[src/rtl/daq_pixel_packer.sv]
// daq_pixel_packer
// Packs the 8-bit capture byte stream into 32-bit little-endian words tagged
// with {sof, eol}. Words are buffered in a first-word-fall-through FIFO and
// handed downstream over a valid/ready handshake.
//
// Build option: DAQ_PACK_HDR_EN
//   defined   - a header word {16'hA5A5, frame_cnt} (sof=1, eol=0) is pushed
//               on every FOT rising edge; data words carry sof=0.
//   undefined - the first data word after any FOT cycle carries sof=1.
//
// Ports:
//   sys_clk, sys_rst_n   pixel clock, synchronous active-low reset
//   data_in[7:0]         capture byte, valid one cycle after state==WR_EN
//   state[2:0]           FOT=001, WR_EN=010, ROT=100, other codes idle
//   out_data[33:0]       {sof, eol, word[31:0]} of the FIFO head (0 when empty)
//   out_valid            FIFO not empty
//   out_ready            consumer accept; pop = out_valid && out_ready
//   line_cnt             completed lines in the current frame, saturating
//   ovf, ovf_clr         sticky FIFO overflow flag and its clear
module daq_pixel_packer #(
    parameter int unsigned FIFO_DEPTH = 4,
    parameter int unsigned LINE_CNT_W = 12
) (
    input  logic                  sys_clk,
    input  logic                  sys_rst_n,
    input  logic [7:0]            data_in,
    input  logic [2:0]            state,
    output logic [33:0]           out_data,
    output logic                  out_valid,
    input  logic                  out_ready,
    output logic [LINE_CNT_W-1:0] line_cnt,
    output logic                  ovf,
    input  logic                  ovf_clr
);

    localparam int unsigned AW = $clog2(FIFO_DEPTH);
    localparam int unsigned CW = AW + 1;

    localparam logic [2:0] ST_FOT   = 3'b001;
    localparam logic [2:0] ST_WR_EN = 3'b010;

    logic [2:0]  state_d;
    logic [1:0]  byte_idx;
    logic [31:0] acc;

    logic [33:0]   mem [FIFO_DEPTH];
    logic [AW-1:0] wr_ptr;
    logic [AW-1:0] rd_ptr;
    logic [CW-1:0] count;

    logic        byte_vld;
    logic        last;
    logic        fot_rise;
    logic        data_push;
    logic        data_sof;
    logic [31:0] merged;
    logic [33:0] data_word;

    logic        hdr_push;
    logic [33:0] hdr_word;

    logic          slot0_v;
    logic          slot1_v;
    logic [33:0]   slot0;
    logic          pop;
    logic [CW-1:0] free;
    logic          acc0;
    logic          acc1;
    logic          drop;
    logic [CW-1:0] n_wr;

`ifdef DAQ_PACK_HDR_EN
    logic [15:0] frame_cnt;

    assign hdr_push = fot_rise;
    assign hdr_word = {2'b10, 16'hA5A5, frame_cnt};
    assign data_sof = 1'b0;
`else
    logic sof_arm;

    assign hdr_push = 1'b0;
    assign hdr_word = '0;
    assign data_sof = sof_arm;
`endif

    // Byte qualification and packing
    always_comb begin
        byte_vld  = (state_d == ST_WR_EN);
        last      = byte_vld && (state != ST_WR_EN);
        fot_rise  = (state == ST_FOT) && (state_d != ST_FOT);
        merged    = acc | (32'(data_in) << {byte_idx, 3'b000});
        data_push = byte_vld && ((byte_idx == 2'd3) || last);
        data_word = {data_sof, last, merged};
    end

    // FIFO admission: up to two words per cycle (data first, then header)
    always_comb begin
        slot0_v = data_push || hdr_push;
        slot1_v = data_push && hdr_push;
        slot0   = data_push ? data_word : hdr_word;
        pop     = (count != '0) && out_ready;
        free    = CW'(FIFO_DEPTH) - count + CW'(pop);
        acc0    = slot0_v && (free != '0);
        acc1    = slot1_v && (free >= CW'(2));
        drop    = (slot0_v && !acc0) || (slot1_v && !acc1);
        n_wr    = CW'(acc0) + CW'(acc1);
    end

    // FIFO storage; contents are don't-care while count is zero
    always_ff @(posedge sys_clk) begin
        if (sys_rst_n) begin
            if (acc0) mem[wr_ptr] <= slot0;
            if (acc1) mem[wr_ptr + AW'(1)] <= hdr_word;
        end
    end

    // Control state
    always_ff @(posedge sys_clk) begin
        if (!sys_rst_n) begin
            state_d  <= 3'b000;
            byte_idx <= 2'd0;
            acc      <= '0;
            wr_ptr   <= '0;
            rd_ptr   <= '0;
            count    <= '0;
            line_cnt <= '0;
            ovf      <= 1'b0;
`ifdef DAQ_PACK_HDR_EN
            frame_cnt <= 16'd0;
`else
            sof_arm   <= 1'b0;
`endif
        end else begin
            state_d <= state;

            if (byte_vld) begin
                if (data_push) begin
                    acc      <= '0;
                    byte_idx <= 2'd0;
                end else begin
                    acc      <= merged;
                    byte_idx <= byte_idx + 2'd1;
                end
            end

            wr_ptr <= wr_ptr + AW'(n_wr);
            rd_ptr <= rd_ptr + AW'(pop);
            count  <= count + n_wr - CW'(pop);

            // A frame start wins over a line closing in the same cycle
            if (fot_rise) begin
                line_cnt <= '0;
            end else if (last && (line_cnt != '1)) begin
                line_cnt <= line_cnt + LINE_CNT_W'(1);
            end

            // An overflow in the clear cycle keeps the flag set
            if (drop) begin
                ovf <= 1'b1;
            end else if (ovf_clr) begin
                ovf <= 1'b0;
            end

`ifdef DAQ_PACK_HDR_EN
            if (fot_rise) frame_cnt <= frame_cnt + 16'd1;
`else
            // Arming wins over the push that would consume it
            if (state == ST_FOT) begin
                sof_arm <= 1'b1;
            end else if (data_push) begin
                sof_arm <= 1'b0;
            end
`endif
        end
    end

    assign out_valid = (count != '0);
    assign out_data  = out_valid ? mem[rd_ptr] : '0;

endmodule

[config.mk]
export PLATFORM = sky130hd
export DESIGN_NAME = daq_pixel_packer
export DESIGN_NICKNAME = d
export VERILOG_FILES = /design/src/rtl/daq_pixel_packer.sv
export SDC_FILE = /design/constraint.sdc
export NUM_CORES = 1
export LEC_CHECK = 0
export ABC_AREA = 0
export CAP_MARGIN = 30
export CORE_MARGIN = 1
export CORE_UTILIZATION = 62
export CTS_CLUSTER_DIAMETER = 60
export DETAILED_ROUTE_END_ITERATION = 10
export MAX_ROUTING_LAYER = met4
export PLACE_DENSITY = 0.84
export REMOVE_ABC_BUFFERS = 1
export SLEW_MARGIN = 5
export SYNTH_ARGS = -nofsm -noshare
export SYNTH_HDL_FRONTEND = slang
export SYNTH_SLANG_ARGS = --single-unit
export TNS_END_PERCENT = 100
[constraint.sdc]
create_clock -name sys_clk -period 7.2 [get_ports sys_clk]
set_input_delay 1.08 -clock sys_clk [delete_from_list [all_inputs] [get_ports sys_clk]]
set_output_delay 1.08 -clock sys_clk [all_outputs]
set_load 0.05 [all_outputs]
==> impl_metrics.py <==
metrics = {
    "status": {
        "status": "completed",
    },
    "synth": {
        "yosysTopAreaCell": "edfxtp_1",
        "yosysSeqAreaShare": 0.670,
        "ys_warn_count": 0,
        "ys_ff_latch": 194,
        "syn_avg_cell_area_um2": 14.0,
        "synth-edff-count": 136,
        "netlist_instances": 558,
        "dominantRegCellSynth": "edfxtp_1",
        "syn_area_mm2": 0.00783,
        "ys_types": 47,
        "synth_top_area_share": 0.522,
        "synth_area_leaders": "edfxtp_1 52%, dfxtp_1 15%, mux4_2 9.8%, a21oi_1 4.5%, and2_1 3.9%",
        "ys_async_sr_fraction": 0,
    },
    "power_and_ir_drop": {
        "internal_power_w": 0.00215,
        "power_frac_clock": 0.285,
        "combPwrFrac": 0.322,
        "pwr_density_cell_mw_per_mm2": 347,
        "swShare": 0.324,
        "p_leak_nw": 3.10,
        "ir_worst_vdd_mv": 0.191,
        "p_sw_w": 0.00103,
        "seq_power_share": 0.393,
    },
    "cts": {
        "clk_pin_slew_worst_paths_ps": 60,
        "cts_sinks": 194,
        "root_buffer": "clkbuf_16",
        "clk-insertion-delay-late_ps": 430,
        "post_cts_buffers": 0,
        "clk_path_buf_depth": 2,
        "cts_inserted_buffers": 17,
        "post_cts_resized": 0,
        "htreeDepth": 4,
        "hold_buffers": 0,
        "cts_tree": "done",
    },
    "worst_setup_path": {
        "path_max_fanout": 24,
        "crit_chain": "buf_4 -> mux4_2 -> and2_1 -> clkdlybuf4s50_1",
        "cpPeakStageDelay_ps": 690,
        "required_ps": 6120,
        "start_kind": "flop",
        "path_class": "flop to primary output",
        "critPathCaptureType": "primary output",
        "cp_slowest_cell": "clkdlybuf4s50_1",
        "arrival_ps": 2970,
    },
    "layout": {
        "multi_input_comb_area_mm2": 0.00239,
        "drive_gt1_frac": 0.131,
        "area_growth_pct": 16.9,
        "final_cell_mix": "136 x edfxtp_1, 71 x a21oi_1, 69 x nor2_1",
        "nFillCells": 753,
        "ff_latch_area_mm2": 0.00525,
        "layout.nets": 629,
        "fin_cells": 788,
        "final_common_cell": "edfxtp_1",
        "diodes": 0,
    },
    "route": {
        "drt_first_pass_iters": 7,
        "antenna_left": 0,
        "via_count": 4760,
        "drc": 0,
        "viasPerCell": 6.04,
        "drt_first_iter_violations": 407,
        "wl_per_cell_um": 19.7,
        "routed_wl_mm": 15.5,
    },
    "sta": {
        "final_hold_viol_count": 0,
        "worst-slew-pin-transition_ps": 932,
        "maxSlewViolCount": 0,
        "finalCritPeriodShare": 0.562,
        "finalSetupViolCount": 0,
        "tns_ps": 0,
        "fin_worst_skew_ps": 9.59,
        "rsz0062_at_grt": "false",
        "fmax_ghz": 0.247,
        "slew_headroom": 0.377,
        "fin_crit_ps": 4050,
    },
    "placement": {
        "dpl.cell_count": 756,
        "gp_congestion": 0.808,
        "numPortBuffers": 62,
        "place_hpwl_mm": 9.56,
    },
    "global_route": {
        "grt_pass1_vias": 4802,
        "track_usage": 0.262,
        "grt_pass1_wl_mm": 24.6,
        "grt_overflow_total": 0,
        "grt_max_degree": 37,
        "antenna_found_initial": 0,
    },
    "die": {
        "fp.dieH_um": 114,
        "fp-row-count": 40,
        "pin_count": 63,
        "coreArea_mm2": 0.0122,
        "initial_core_util": 0.643,
        "die_w_um": 114,
        "dieArea_mm2": 0.0131,
    },
    "min_path": {
        "hold_path.class": "flop to flop",
    },
    "job": {
        "drv_cap": 0,
    },
}
-- registers in the layout, summed over array words and instances, names as in the netlist --
name      flops
line_cnt     12
byte_idx      2
data_sof      1
state_d       3
ovf           1
wr_ptr        2
acc          32
rd_ptr        2
count         3
mem         136
-- path summary, 6_finish.rpt --
path,start,end,slack (ps),cells past startpoint
worst max-delay path,rd_ptr[0],out_data[18],3150,4
worst min-delay path,acc[27],acc[27],470,2
worst max register to register,count[1],count[2],3490,15
worst min register to register,acc[27],acc[27],470,2
-- worst max-delay path: cells and delay by family (launching register included) --
kind          cells  cell delay, ps
buf+inv           2            1190
flops             1             590
mux               1             560
simple gates      1             170
-- power by group through the flow --
stage | clock network, W | registers, W | logic (W)
2_1_floorplan | 0 | 0.00129 | 0.000677
3_3_place_gp | 0 | 0.00127 | 0.000985
3_5_place_dp | 0 | 0.00128 | 0.00103
4_1_cts | 0.000918 | 0.00125 | 0.00103
5_1_grt | 0.000956 | 0.00125 | 0.00108
6_report | 0.000906 | 0.00125 | 0.00102
-- cell usage after synthesis, types with 2 or more instances --
cell type and instances:
edfxtp_1 136, a21oi_1 71, nor2_1 71, dfxtp_1 58, and2_1 49, mux4_2 34, clkbuf_1 17, buf_2 15
nand2_1 15, inv_1 9, or4_1 7, ha_1 6, o31ai_1 6, xnor2_1 6, buf_1 5, nand3_1 4
nor2b_1 4, o211ai_1 4, nand4_1 3, o21ai_0 3, or3_1 3, and3_1 2, buf_4 2, nor3_1 2
o311ai_0 2, o41ai_1 2, xor2_1 2
-- kinds of logic (layout without fill, tap and decap cells) --
| kind of cell | count (synthesis) | in the layout | synth area share |
|---|---|---|---|
| xor+xnor | 8 | 8 | 0.00895 |
| simple gates | 171 | 171 | 0.113 |
| flops | 194 | 194 | 0.670 |
| mux | 34 | 34 | 0.0979 |
| fa+ha+maj | 7 | 7 | 0.0122 |
| compound gates | 96 | 96 | 0.0712 |
| buf+inv | 48 | 110 | 0.0264 |
-- metrics by stage --
| step | utilization | hold WS [ps] | instance area, µm² | worst slack, ps | power [W] |
|---|---|---|---|---|---|
| CTS | 0.752 | 473 | 9150 | 3050 | 0.00320 |
| finish | 0.752 | 473 | 9150 | 3150 | 0.00318 |
| global placement | 0.703 | 448 | 8540 | 3320 | 0.00226 |
| global route | 0.752 | 502 | 9150 | 2960 | 0.00329 |
| detailed placement | 0.705 | 456 | 8570 | 3290 | 0.00230 |
| floorplan | - | 438 | 7650 | 1950 | 0.00197 |
-- layer usage --
layer / vias up / routed length (µm) / GRT usage
met1: 2371 / 6180 / 0.310
li1: 2158 / - / -
met2: 189 / 8190 / 0.442
met4: 0 / 328 / 0.109
met3: 42 / 828 / 0.0508
met5: - / 0 / -
-- cell type report --
| cell class | count | share of cell area |
|---|---|---|
| clock buffers | 28 | 0.0577 |
| clock inverters | 4 | 0.00506 |
| inverters | 9 | 0.00369 |
| multi-input cells | 316 | 0.261 |
| flip-flops and latches | 194 | 0.574 |
| well taps | 168 | 0.0230 |
| repair buffers | 69 | 0.0758 |
(Power assumes the default switching activity.)
==> edit: new RTL, same flow settings <==
The parameter `LINE_CNT_W` goes from 12 to 24.
--- a/src/rtl/daq_pixel_packer.sv
+++ b/src/rtl/daq_pixel_packer.sv
@@ -19,7 +19,7 @@
 //   ovf, ovf_clr         sticky FIFO overflow flag and its clear
 module daq_pixel_packer #(
     parameter int unsigned FIFO_DEPTH = 4,
-    parameter int unsigned LINE_CNT_W = 12
+    parameter int unsigned LINE_CNT_W = 24
 ) (
     input  logic                  sys_clk,
     input  logic                  sys_rst_n,
Interface: changed (resized line_cnt); port bits go from 63 to 75. No check against the original RTL was run, so the function may have changed too.
==> edit against the original RTL <==
Critical path depth stayed put. Routed wire length grew 14%. Area after synthesis grew 11%. Utilization is 0.66 points higher. Cell count up 15%. Design area rose by 12%. Sequential cell count is 12 higher. Total power grew 4.8%. Setup slack worse by 120 ps. Synthesized cell count up 18%. Largest power group unchanged.
==> edit: results <==
metrics = {
    "global_routing": {
        "grt_first_pass_wirelength_um": 28900,
        "grt_pass1_vias": 5734,
        "antenna_found_initial": 0,
        "grt.total_usage_pct": 26.3,
        "grt_max_degree": 44,
    },
    "cts": {
        "clock_latency_ps": 490,
        "clk_pin_slew_ps": 60,
        "cts_setup_buffers": 0,
        "cts_max_level": 1,
        "cts_made_buffers": 21,
        "post_cts_resized": 0,
        "root_buffer": "clkbuf_16",
        "clock_path_buffers": 3,
    },
    "drt": {
        "wirelength_um": 17700,
        "first_iter_violations": 437,
        "drtPass1Iterations": 5,
        "vias": 5599,
    },
    "critical_path": {
        "cp_max_fo": 21,
        "r2r_setup_slack_ps": 3280,
        "rr_endpoint": "mem[0][33]",
        "reg2reg_from": "count[1]",
        "crit_family": "buffers and inverters",
        "ff2ff_path_depth": 11,
        "arrival_ps": 3080,
        "cp_slowest_stage_delay_ps": 850,
        "cp_slowest_cell": "dfxtp_1",
    },
    "layout": {
        "drive_gt1_share_pct": 13.1,
        "nets": 742,
        "n_antenna_cell": 0,
        "fin_cells": 910,
        "reg_top3": "mem: 136 flops, acc: 32 flops, line_cnt: 24 flops",
    },
    "placement": {
        "gp_congestion": 0.846,
        "hpwlAfterDp_um": 10800,
        "io_buffer_count": 74,
        "dpl.cell_count": 869,
    },
    "synthesis": {
        "yosysSeqAreaShare_pct": 63.0,
        "synth_warnings": 0,
        "async_flop_share_pct": 0,
        "synth_edf_count": 136,
        "ys_types": 46,
        "syn_inst": 657,
        "yosys-top-cells-area": "edfxtp_1 47%, dfxtp_1 16%, mux4_2 8.8%",
        "synthTopCellsByCount": "136 x edfxtp_1, 72 x a21oi_1, 72 x nor2_1",
    },
    "power_and_ir_drop": {
        "cellLeakagePower_uw": 0.00340,
        "p_int_uw": 2240,
        "peakVddDrop_v": 0.000208,
    },
    "sta": {
        "relSlewSlack_pct": 32.4,
        "skew_ps": 14.1,
    },
    "hold_path": {
        "min_path_type": "flop to flop",
        "hp-start": "acc[30]",
        "hold_depth": 2,
        "min_to": "acc[30]",
    },
    "run_status": {
        "status": "completed",
    },
}
==> edit: logic make-up (layout without fill, tap and decap cells) <==
logic type	Yosys count	count (layout)	share of synthesized area [%]
AOI/OAI and AO/OA	95	95	6.83
xor gates and xnor gates	7	7	0.704
adders and majority gates	7	7	1.09
buffers and inverters	55	132	3.02
DFF	206	206	63.0
muxes	56	56	11.3
and+or+nand+nor	231	231	14.0
==> edit: power by group through the flow <==
| stage | clock network, uW | logic (uW) | registers, uW |
|---|---|---|---|
| after floorplan | 0 | 668 | 1360 |
| after global placement | 0 | 987 | 1320 |
| after detailed placement | 0 | 1010 | 1330 |
| after CTS | 1010 | 1020 | 1300 |
| after global routing | 1060 | 1080 | 1300 |
| final | 1010 | 1020 | 1300 |
==> edit: routing by layer <==
metal,track usage [%],wire length [um]
met5,-,0
met4,7.41,290
met3,3.54,1170
met2,44.7,9030
met1,33.6,7250
==> edit: how the worst max path moves through the flow <==
stage,slack [ps],cells after the start,start,end
2_1_floorplan,1870,9,count[1],mem[0][0]
3_3_place_gp,2680,10,out_ready,mem[2][8]
3_5_place_dp,2490,10,out_ready,mem[0][23]
4_1_cts,2460,10,count[1],mem[0][13]
5_1_grt,2990,4,rd_ptr[1],out_data[26]
6_report,3040,4,rd_ptr[1],out_data[25]
==> edit: layout make-up <==
class / instances / area, um^2
Clock buffer: 26 / 586
Clock inverter: 11 / 56.3
Fill cell: 842 / 3250
Inverter: 9 / 33.8
Multi-Input combinational cell: 396 / 2980
Sequential cell: 206 / 5490
Tap cell: 176 / 220
Timing Repair Buffer: 86 / 845
==> edit: worst min-delay path, delay by kind of cell, from the launching register on <==
kind	cells	cell delay, ps
flops	1	320
simple gates	1	70
compound gates	1	40
==> edit: stage by stage <==
step	instance area (um^2)	power (uW)	hold WS [ps]	worst slack, ps
after floorplan	8470	2030	438	1870
after global placement	9520	2310	447	2680
after detailed placement	9520	2340	455	2490
after CTS	10200	3330	472	2460
after global routing	10200	3440	502	2990
final	10200	3330	468	3040
